File: src/rtl/fb_rect_fill.sv
// fb_rect_fill: solid-colour rectangle writer for a row-major 3-bpp frame buffer.
// Optional clipping to the frame buffer bounds is enabled by defining FB_RECT_CLIP_EN.
`default_nettype none

module fb_rect_fill #(
    parameter int unsigned FB_WIDTH  = 160,
    parameter int unsigned FB_HEIGHT = 120
) (
    input  logic        clk_i,
    input  logic        rst_ni,
    input  logic        cmd_valid_i,
    output logic        cmd_ready_o,
    input  logic [7:0]  cmd_x0_i,
    input  logic [7:0]  cmd_y0_i,
    input  logic [7:0]  cmd_w_i,
    input  logic [7:0]  cmd_h_i,
    input  logic [2:0]  cmd_color_i,
    output logic        fb_we_o,
    input  logic        fb_grant_i,
    output logic [15:0] fb_addr_o,
    output logic [2:0]  fb_data_o,
    output logic        busy_o,
    output logic        done_o
);

    localparam logic [1:0]  S_IDLE   = 2'd0;
    localparam logic [1:0]  S_FILL   = 2'd1;
    localparam logic [1:0]  S_DONE   = 2'd2;
    localparam logic [15:0] ROW_STEP = 16'(FB_WIDTH);

    logic [1:0]  state_q, state_d;
    logic [7:0]  x0_q, x0_d;
    logic [7:0]  w_q, w_d;
    logic [7:0]  h_q, h_d;
    logic [7:0]  col_q, col_d;
    logic [7:0]  row_q, row_d;
    logic [15:0] row_base_q, row_base_d;
    logic [15:0] addr_q, addr_d;
    logic [2:0]  color_q, color_d;
    logic        we_q, we_d;

    logic [7:0]  w_eff, h_eff;
    logic [15:0] row0_base;
    logic        accept, zero_area, last_col, last_row;

`ifdef FB_RECT_CLIP_EN
    localparam logic [8:0] W_LIM = 9'(FB_WIDTH);
    localparam logic [8:0] H_LIM = 9'(FB_HEIGHT);
    logic [8:0] w_room, h_room;

    // Room to the right/bottom edge; an origin outside the buffer leaves no room at all.
    always_comb begin
        w_room = '0;
        h_room = '0;
        if (({1'b0, cmd_x0_i} < W_LIM) && ({1'b0, cmd_y0_i} < H_LIM)) begin
            w_room = W_LIM - {1'b0, cmd_x0_i};
            h_room = H_LIM - {1'b0, cmd_y0_i};
        end
        w_eff = 8'(({1'b0, cmd_w_i} < w_room) ? {1'b0, cmd_w_i} : w_room);
        h_eff = 8'(({1'b0, cmd_h_i} < h_room) ? {1'b0, cmd_h_i} : h_room);
    end
`else
    always_comb begin
        w_eff = cmd_w_i;
        h_eff = cmd_h_i;
    end
`endif

    assign accept    = (state_q == S_IDLE) && cmd_valid_i;
    assign zero_area = (w_eff == 8'd0) || (h_eff == 8'd0);
    assign row0_base = {8'd0, cmd_y0_i} * ROW_STEP;
    assign last_col  = (col_q == w_q - 8'd1);
    assign last_row  = (row_q == h_q - 8'd1);

    always_ff @(posedge clk_i or negedge rst_ni) begin
        if (!rst_ni) begin
            state_q <= S_IDLE;
        end else begin
            state_q <= state_d;
        end
    end

    always_comb begin
        state_d = state_q;
        case (state_q)
            S_IDLE:  if (accept) state_d = zero_area ? S_DONE : S_FILL;
            S_FILL:  if (fb_grant_i && last_col && last_row) state_d = S_DONE;
            S_DONE:  state_d = S_IDLE;
            default: state_d = S_IDLE;
        endcase
    end

    always_comb begin
        cmd_ready_o = (state_q == S_IDLE) && rst_ni;
        busy_o      = (state_q != S_IDLE);
        done_o      = (state_q == S_DONE);
    end

    // Write-side datapath: the address is carried forward by increments, never re-multiplied.
    always_comb begin
        x0_d       = x0_q;
        w_d        = w_q;
        h_d        = h_q;
        col_d      = col_q;
        row_d      = row_q;
        row_base_d = row_base_q;
        addr_d     = addr_q;
        color_d    = color_q;
        we_d       = we_q;
        if (accept) begin
            x0_d       = cmd_x0_i;
            w_d        = w_eff;
            h_d        = h_eff;
            col_d      = 8'd0;
            row_d      = 8'd0;
            row_base_d = row0_base;
            addr_d     = row0_base + {8'd0, cmd_x0_i};
            color_d    = cmd_color_i;
            we_d       = !zero_area;
        end else if ((state_q == S_FILL) && fb_grant_i) begin
            if (last_col && last_row) begin
                we_d = 1'b0;
            end else if (last_col) begin
                col_d      = 8'd0;
                row_d      = row_q + 8'd1;
                row_base_d = row_base_q + ROW_STEP;
                addr_d     = row_base_q + ROW_STEP + {8'd0, x0_q};
            end else begin
                col_d  = col_q + 8'd1;
                addr_d = addr_q + 16'd1;
            end
        end
    end

    always_ff @(posedge clk_i or negedge rst_ni) begin
        if (!rst_ni) begin
            x0_q       <= '0;
            w_q        <= '0;
            h_q        <= '0;
            col_q      <= '0;
            row_q      <= '0;
            row_base_q <= '0;
            addr_q     <= '0;
            color_q    <= '0;
            we_q       <= 1'b0;
        end else begin
            x0_q       <= x0_d;
            w_q        <= w_d;
            h_q        <= h_d;
            col_q      <= col_d;
            row_q      <= row_d;
            row_base_q <= row_base_d;
            addr_q     <= addr_d;
            color_q    <= color_d;
            we_q       <= we_d;
        end
    end

    assign fb_we_o   = we_q;
    assign fb_addr_o = addr_q;
    assign fb_data_o = color_q;

endmodule

`default_nettype wire

File: config.mk
export PLATFORM = sky130hd
export DESIGN_NAME = fb_rect_fill
export DESIGN_NICKNAME = d
export VERILOG_FILES = /design/src/rtl/fb_rect_fill.sv
export SDC_FILE = /design/constraint.sdc
export NUM_CORES = 1
export LEC_CHECK = 0
export ABC_AREA = 0
export CORE_MARGIN = 1
export CORE_UTILIZATION = 38
export DETAILED_ROUTE_END_ITERATION = 10
export GPL_TIMING_DRIVEN = 1
export SLEW_MARGIN = 25
export SYNTH_ARGS = -nofsm -noshare
export SYNTH_HDL_FRONTEND = slang
export SYNTH_SLANG_ARGS = --single-unit
File: constraint.sdc
create_clock -name clk_i -period 7.74 [get_ports clk_i]
set_input_delay 0.774 -clock clk_i [delete_from_list [all_inputs] [get_ports clk_i]]
set_output_delay 0.774 -clock clk_i [all_outputs]
set_load 0.005 [all_outputs]
* Yosys cells after proc, flatten, opt, wreduce, memory -nomap -nowiden
Index checks and enable logic that the tools add are counted.
Storage, ports and cells: register bits after elaboration 78, output and inout bits 23, word-level logic and storage cells 68
Cells by class: add/sub/neg operators 8, $mul 1, equal/unequal tests 7, mux-type cells 23, reductions and logical operators 19
Operators by type and width (count):
- two-way mux 16 bit | 8
- two-way mux 8 bit | 8
- adder 16 x 8 -> 16 bit | 2
- adder 16 x 1 -> 16 bit, second input constant | 1
- adder 16 x 8 -> 16 bit, second input constant | 1
- adder 8 x 1 -> 8 bit, second input constant | 2
- == test 8 bit | 2
- logical NOT 8 bit | 2
- subtractor 8 x 1 -> 8 bit, second input constant | 2
- multiplier 8 x 3 -> 11 bit, second input constant | 1
- nonzero test 2 bit | 4
- logical AND 1 bit | 6
- two-way mux 2 bit | 3
- != test 2 bit, second input constant | 3
- AND reduction 2 bit | 3
- case mux 2 bit (2 select lines) | 1
- two-way mux 1 bit | 3
- AND reduction 3 bit | 1
- == test 2 x 1 -> 1 bit, second input constant | 1
- == test 2 bit, second input constant | 1
- logical NOT 2 bit | 1
- logical NOT 1 bit | 1
- logical OR 1 bit | 1

* Logic depth before layout (Yosys ltp)
Gate-level depths: netlist of the first run.
word-level depth 6, gate-level depth with buffers 12, mapped depth without buffers 10

* Worst setup path after synthesis of the first run
Ideal clock, no wire load.
kind input to register, from in cmd_y0_i[1], to reg addr_q[12], in the netlist fb_addr_o[12], setup time 138 ps, data arrival time 2897 ps, slack 4705 ps, cell stages on the path 10, path buffers 0, path through ha_1 ha_1 fa_1 xor2_1 nand2_1 nor4_1 xnor2_1 nor2_1 a221oi_1 o221ai_1
On the way: cells in the longest elaborated chain, start to end 3
Ends and longest elaborated chain:
- start: declaration | line 14 | input logic [7:0] cmd_y0_i,
- multiplier 8 x 3 -> 11 bit | line 71 | assign row0_base = {8'd0, cmd_y0_i} * ROW_STEP;
- adder 16 x 8 -> 16 bit | line 117 | addr_d = row0_base + {8'd0, cmd_x0_i};
- two-way mux 16 bit | line 110 | if (accept) begin
- end signal: assignment | line 153 | addr_q <= addr_d;
- end: declaration | line 38 | logic [15:0] addr_q, addr_d;
Every way passes these cells. A chain may end at the register's enable or synchronous reset.

* Final worst setup path of the first run
Same ends and word-level chain as after synthesis.

==> results_dict.tcl, run 1 <==
set metrics [dict create \
    outcome "complete, no violations" \
    overflow 0 \
    grt_use_total 0.201 \
    synth_ff_type "dfrtp_1" \
    powerDensity_nw_per_um2 319 \
    post_cts.repair.setup_buffers 0 \
    gp_routability_congestion 0.847 \
    finalClockSkew_ns 0.00524 \
    cp.arrival_ns 3.71 \
    worstSetupPathType "primary input to register" \
    synth_edf_count 0 \
    leakagePower_uw 0.00282 \
    vdd_ir_drop_max_v 0.000132 \
    p_int_uw 1200 \
    ys_types 70 \
    clk_latency_ns 0.35 \
    wl_met2_microns 6220 \
    met1Wirelength_microns 6560 \
    cp_max_fo 4 \
    seq_area_frac_synth 0.347 \
    die_y_microns 120 \
    cp-end-kind "register" \
    start_kind "primary input" \
    timing.setup.tns_ns 0 \
    synth_area_leaders "dfrtp_1, nand2_1, ha_1" \
    antenna_found_initial 0 \
    clock.fmax_mhz 286 \
    clk_pin_slew_worst_paths_ns 0.06 \
    synthCells 628 \
    route.vias.total 4762 \
    synthesis.nets 693 \
    fin_crit_sh 0.453 \
    relSlewSlack 0.526 \
    grt_pass1_vias 4586 \
    cts.sinks 73 \
    postSynthAreaPerCell_sq_um 8.39 \
    portBuffers 61 \
    hold_path_class "primary input to asynchronous set/reset pin" \
    ctsHoldBuffers 0 \
    dr.first_iter.drc_count 196 \
    syn2layout_area_growth_pct 19.2 \
    ant_nets 0 \
    cts_root_buffer "clkbuf_16" \
    p_comb_frac 0.451 \
    htreeDepth 3 \
    synth_top_area_frac 0.347 \
    synth_warnings 0 \
    final_max_slew_viol_count 0 \
    wl_met3_microns 508 \
    maxCapViolCount 0 \
    synth-seq-cells 73 \
    holdWs_ns 0.439 \
    fin_crit_ns 3.50 \
    antenna_cells 0 \
    synth_commonest_cells "nand2_1, dfrtp_1, nor2_1, o21ai_0, nand3_1" \
    drc_errors 0 \
    wl_per_cell_microns 15.9 \
    p_seq_frac 0.347 \
    grt_max_degree 75 \
    power_switching_uw 804 \
    fin_nets 739 \
    cts_buffers 9 \
    yosysMostFrequentCell "nand2_1" \
    async_flop_share 1.00 \
    worst_slew_pin_slew_ns 0.711 \
    required_ns 7.95 \
    setup_viol 0 \
    cts_tree "done" \
    grt_pass1_wl_microns 22700 \
    vias_per_cell 5.58 \
    rows 42 \
    cts_buffer_depth 2 \
    p_sw_frac 0.401 \
    drt_first_pass_iters 4 \
    synth_area_sq_um 5270 \
    rsz0062_at_grt "no" \
    coreArea_sq_um 13400 \
    die_w_microns 120 \
    cts_resized 0 \
    start_util 0.393 \
    synth_top_cell_by_area "dfrtp_1" \
    hold_viol 0 \
    die-area_sq_um 14300 \
    hpwl_microns 9600 \
    io_pins 62 \
    top_layer "met4" \
    routed_wl_microns 13600 \
    power.clock.fraction 0.202 \
    n_fill_cell 1328 \
    drive_gt1_frac 0.0590 \
]
power groups by stage:
stage	registers, uW	logic, uW	clock network, uW
4_1_cts	696	910	414
3_3_place_gp	695	886	0
5_1_grt	719	1020	425
6_report	695	903	404
3_5_place_dp	700	903	0
2_1_floorplan	632	670	0
path summary, 6_finish.rpt:
path	startpoint	end	slack, ns	cells after the start
hold / removal	rst_ni	w_q[3]$_DFFE_PN0P_	0.44	1
max in group asynchronous	rst_ni	row_q[3]$_DFFE_PN0P_	6.80	1
setup reg to reg	w_q[0]$_DFFE_PN0P_	fb_addr_o[12]$_DFFE_PN0P_	4.48	9
min in group clk_i	x0_q[2]$_DFFE_PN0P_	x0_q[2]$_DFFE_PN0P_	0.47	2
hold reg to reg	x0_q[2]$_DFFE_PN0P_	x0_q[2]$_DFFE_PN0P_	0.47	2
setup / recovery	cmd_y0_i[1]	fb_addr_o[12]$_DFFE_PN0P_	4.24	11
critical path, cell delays in order:
cell	delay [ns]
clkdlybuf4s50_1	0.47
ha_1	0.32
ha_1	0.23
fa_1	0.40
xor2_1	0.30
nand2_1	0.12
nor4_1	0.43
xnor2_1	0.18
nor2_1	0.06
a221oi_1	0.27
o221ai_1	0.16
layout by cell type, fill, tap and decap left out, types with 11 or more instances in the layout:
master	instances
inv_1	22
dfrtp_1	73
nor2b_1	11
clkdlybuf4s50_1	60
o21ai_0	37
nand3_1	32
a21oi_1	25
or3_1	13
xor2_1	25
nand2_1	109
nor3_1	14
nor2_1	37
mux2i_1	13
xnor2_1	21
ha_1	24
cells by family after synthesis:
group           count (synthesis)  share of synthesized area
simple gates                  270                      0.252
xor+xnor                       46                     0.0764
mux                            16                     0.0311
buf+inv                        53                     0.0437
fa+ha+maj                      26                     0.0646
compound gates                144                      0.185
flops                          73                      0.347
through the flow:
step	total power, uW	cells	utilization	worst slack, ns	instance area [sq um]
after floorplan	1300	628	-	4.70	5270
after global placement	1580	839	0.448	3.98	6000
after detailed placement	1600	839	0.448	3.90	6000
after CTS	2020	854	0.469	4.26	6280
after global routing	2170	854	0.469	4.10	6280
final	2000	854	0.469	4.24	6280
registers in the layout, indices dropped and copies added, names as in the netlist:
| signal | flops |
|---|---|
| fb_addr_o | 16 |
| row_base_q | 11 |
| col_q | 8 |
| h_q | 8 |
| row_q | 8 |
| w_q | 8 |
| x0_q | 8 |
| fb_data_o | 3 |
| state_q | 2 |
| fb_we_o | 1 |
layout make-up:
| cell class | count | area [sq um] | share of cell area |
|---|---|---|---|
| Clock buffer | 13 | 270 | 0.0430 |
| Timing Repair Buffer | 66 | 649 | 0.103 |
| Clock inverter | 2 | 12.5 | 0.00199 |
| Multi-Input combinational cell | 502 | 3220 | 0.513 |
| Sequential cell | 73 | 1830 | 0.291 |
| Inverter | 22 | 82.6 | 0.0131 |
| Tap cell | 176 | 220 | 0.0350 |
layer usage:
metal	vias to the layer above	track usage
met3	23	0.0276
met2	98	0.317
met5	-	0
met1	2291	0.270
met4	0	0.0977
li1	2350	-
Power figures use the tool's default switching activity.
==> run 2, diff against run 1 <==
Clock period 7.74 ns to 2.91 ns, I/O delays scaled along.
==> run 2 against run 1 <==
  * Critical path depth did not move
  * Cell count rose by 4.3%
  * Critical path type unchanged
  * Utilization rose by 2.8 points
  * Combinational power rose to 3.0 times the previous value
  * Largest cell class unchanged
  * Global-route usage rose by 1.2 points
==> results_dict.tcl, run 2 (synthesis results as in run 1) <==
set metrics [dict create \
    dpl-instance-area_sq_um 6290 \
    grt_pass1_wl_microns 24300 \
    fin_nets 776 \
    relSlewSlack 0.534 \
    hpwl_microns 10500 \
    grt_use_total 0.213 \
    vdd_ir_drop_max_v 0.000334 \
    multiInputGateArea_sq_um 3270 \
    drive_gt1_frac 0.115 \
    max_stage_delay_ns 0.42 \
    p_int_uw 3360 \
    cts.sinks 73 \
    drt_first_pass_iters 5 \
    critPathSlowestCell "clkdlybuf4s50_1" \
    ant_nets 0 \
    maxCapViolCount 0 \
    syn2layout_area_growth_pct 26.4 \
    coreArea_sq_um 13400 \
    finalClockSkew_ns 0.00481 \
    start_kind "primary input" \
    n_fill_cell 1305 \
    drc_errors 0 \
    rsz0062_at_grt "no" \
    setup_viol 0 \
    clk_pin_slew_worst_paths_ns 0.06 \
    clock.fmax_mhz 360 \
    p_comb_frac 0.478 \
    path_buf_inv 1 \
    power.clock.fraction 0.191 \
    io_pins 62 \
    route.vias.total 4983 \
    cp-end-kind "register" \
    cts_buffer_depth 2 \
    p_seq_frac 0.331 \
    regArea_sq_um 1830 \
    cts_buffers 9 \
    grt_max_degree 74 \
    htreeDepth 3 \
    critPathTopFamily "adder cells" \
    antenna_cells 0 \
    cp_max_fo 4 \
    vias_per_cell 5.59 \
    power_switching_uw 2240 \
    pre_cts_slack_ns -0.211 \
    p_total_uw 5600 \
    antenna_found_initial 0 \
    powerDensity_nw_per_um2 841 \
    start_util 0.393 \
    hold_viol 0 \
    gp_routability_congestion 0.852 \
    largest_register_ffs 16 \
    worstSetupPathType "primary input to register" \
    portBuffers 61 \
    grt_pass1_vias 4980 \
    clk_latency_ns 0.34 \
    die_w_microns 120 \
    die_y_microns 120 \
    fin_crit_sh 0.955 \
    overflow 0 \
    routed_wl_microns 14400 \
    final_area_sq_um 6660 \
    rows 42 \
    cts_root_buffer "clkbuf_16" \
    cp.arrival_ns 2.98 \
    wl_per_cell_microns 16.2 \
    outcome "complete, no violations" \
    p_sw_frac 0.400 \
    required_ns 3.11 \
    leakagePower_uw 0.00304 \
    die-area_sq_um 14300 \
    setup_slack_ns 0.132 \
    fin_crit_ns 2.78 \
    worst_slew_pin_slew_ns 0.699 \
    cp_cell_sequence "clkdlybuf4s50_1, ha_1, ha_1, fa_1, a21o_1, a21oi_1, xnor2_1, xnor2_1, nor2_1, a221oi_1, o221ai_1" \
    final_max_slew_viol_count 0 \
    layout_common_cells "nand2_1, dfrtp_1, clkdlybuf4s50_1" \
    dr.first_iter.drc_count 370 \
    final_common_cell "nand2_1" \
    hold_path_class "primary input to asynchronous set/reset pin" \
    cts_tree "done" \
]
run 2: cell count changes in the layout (fill, tap and decap cells not counted), moves of 2 or more:
cell | previous run | this run
buf_4 | 5 | 38
or3_1 | 13 | 11
buf_12 | 0 | 3
or3_4 | 0 | 2
run 2: power by group through the flow:
stage               logic [uW]  registers, uW  clock network [uW]
global placement          2520           1840                   0
global route              2990           1910                1130
floorplan                 1790           1680                   0
CTS                       2600           1850                1090
detailed placement        2580           1850                   0
finish                    2680           1850                1070
run 2: final cells by class:
cell class | count | share of cell area
well taps | 176 | 0.0331
multi-input cells | 502 | 0.490
clock inverters | 2 | 0.00188
repair buffers | 103 | 0.147
inverters | 22 | 0.0124
clock buffers | 13 | 0.0406
flip-flops and latches | 73 | 0.274
run 2: stage by stage:
stage | hold slack, ns | util | cells | setup TNS (ns)
after CTS | 0.260 | 0.490 | 887 | 0
after global routing | 0.161 | 0.497 | 891 | 0
after floorplan | -0.00459 | - | 628 | 0
after detailed placement | 0.466 | 0.469 | 872 | -0.879
final | 0.0937 | 0.497 | 891 | 0
after global placement | 0.454 | 0.469 | 872 | -0.542
run 2: worst register-to-register path: stages (launching register included):
cell,delay (ns)
dfrtp_1,0.41
inv_1,0.10
ha_1,0.20
nor3b_4,0.28
mux2i_1,0.11
or3b_2,0.47
a31o_2,0.29
o31ai_4,0.25
buf_4,0.17
clkbuf_16,0.15
a22o_1,0.18
nor2_1,0.05
run 2: worst paths after layout:
path	start	to	slack (ns)	depth (start not counted)
worst min register to register	fb_data_o[2]$_DFFE_PN0P_	fb_data_o[2]$_DFFE_PN0P_	0.48	2
worst max-delay path	cmd_y0_i[1]	fb_addr_o[12]$_DFFE_PN0P_	0.13	11
max in group asynchronous	rst_ni	row_base_q[11]$_DFFE_PN0P_	2.34	2
worst min-delay path	rst_ni	w_q[6]$_DFFE_PN0P_	0.09	2
worst max register to register	h_q[0]$_DFFE_PN0P_	fb_addr_o[14]$_DFFE_PN0P_	0.15	11
min in group clk_i	fb_data_o[2]$_DFFE_PN0P_	fb_data_o[2]$_DFFE_PN0P_	0.48	2
run 2: timing repair:
item,4_1_cts,5_1_grt
setup endpoints to repair,0,18
resized for setup,0,7
setup buffers,0,3
hold buffers,0,0
run 2: metal layers:
| metal | global-route usage | part of all wire |
|---|---|---|
| met2 | 0.347 | 0.47 |
| met4 | 0.0805 | 0.020 |
| met5 | 0 | 0 |
| met1 | 0.288 | 0.46 |
| met3 | 0.0266 | 0.044 |
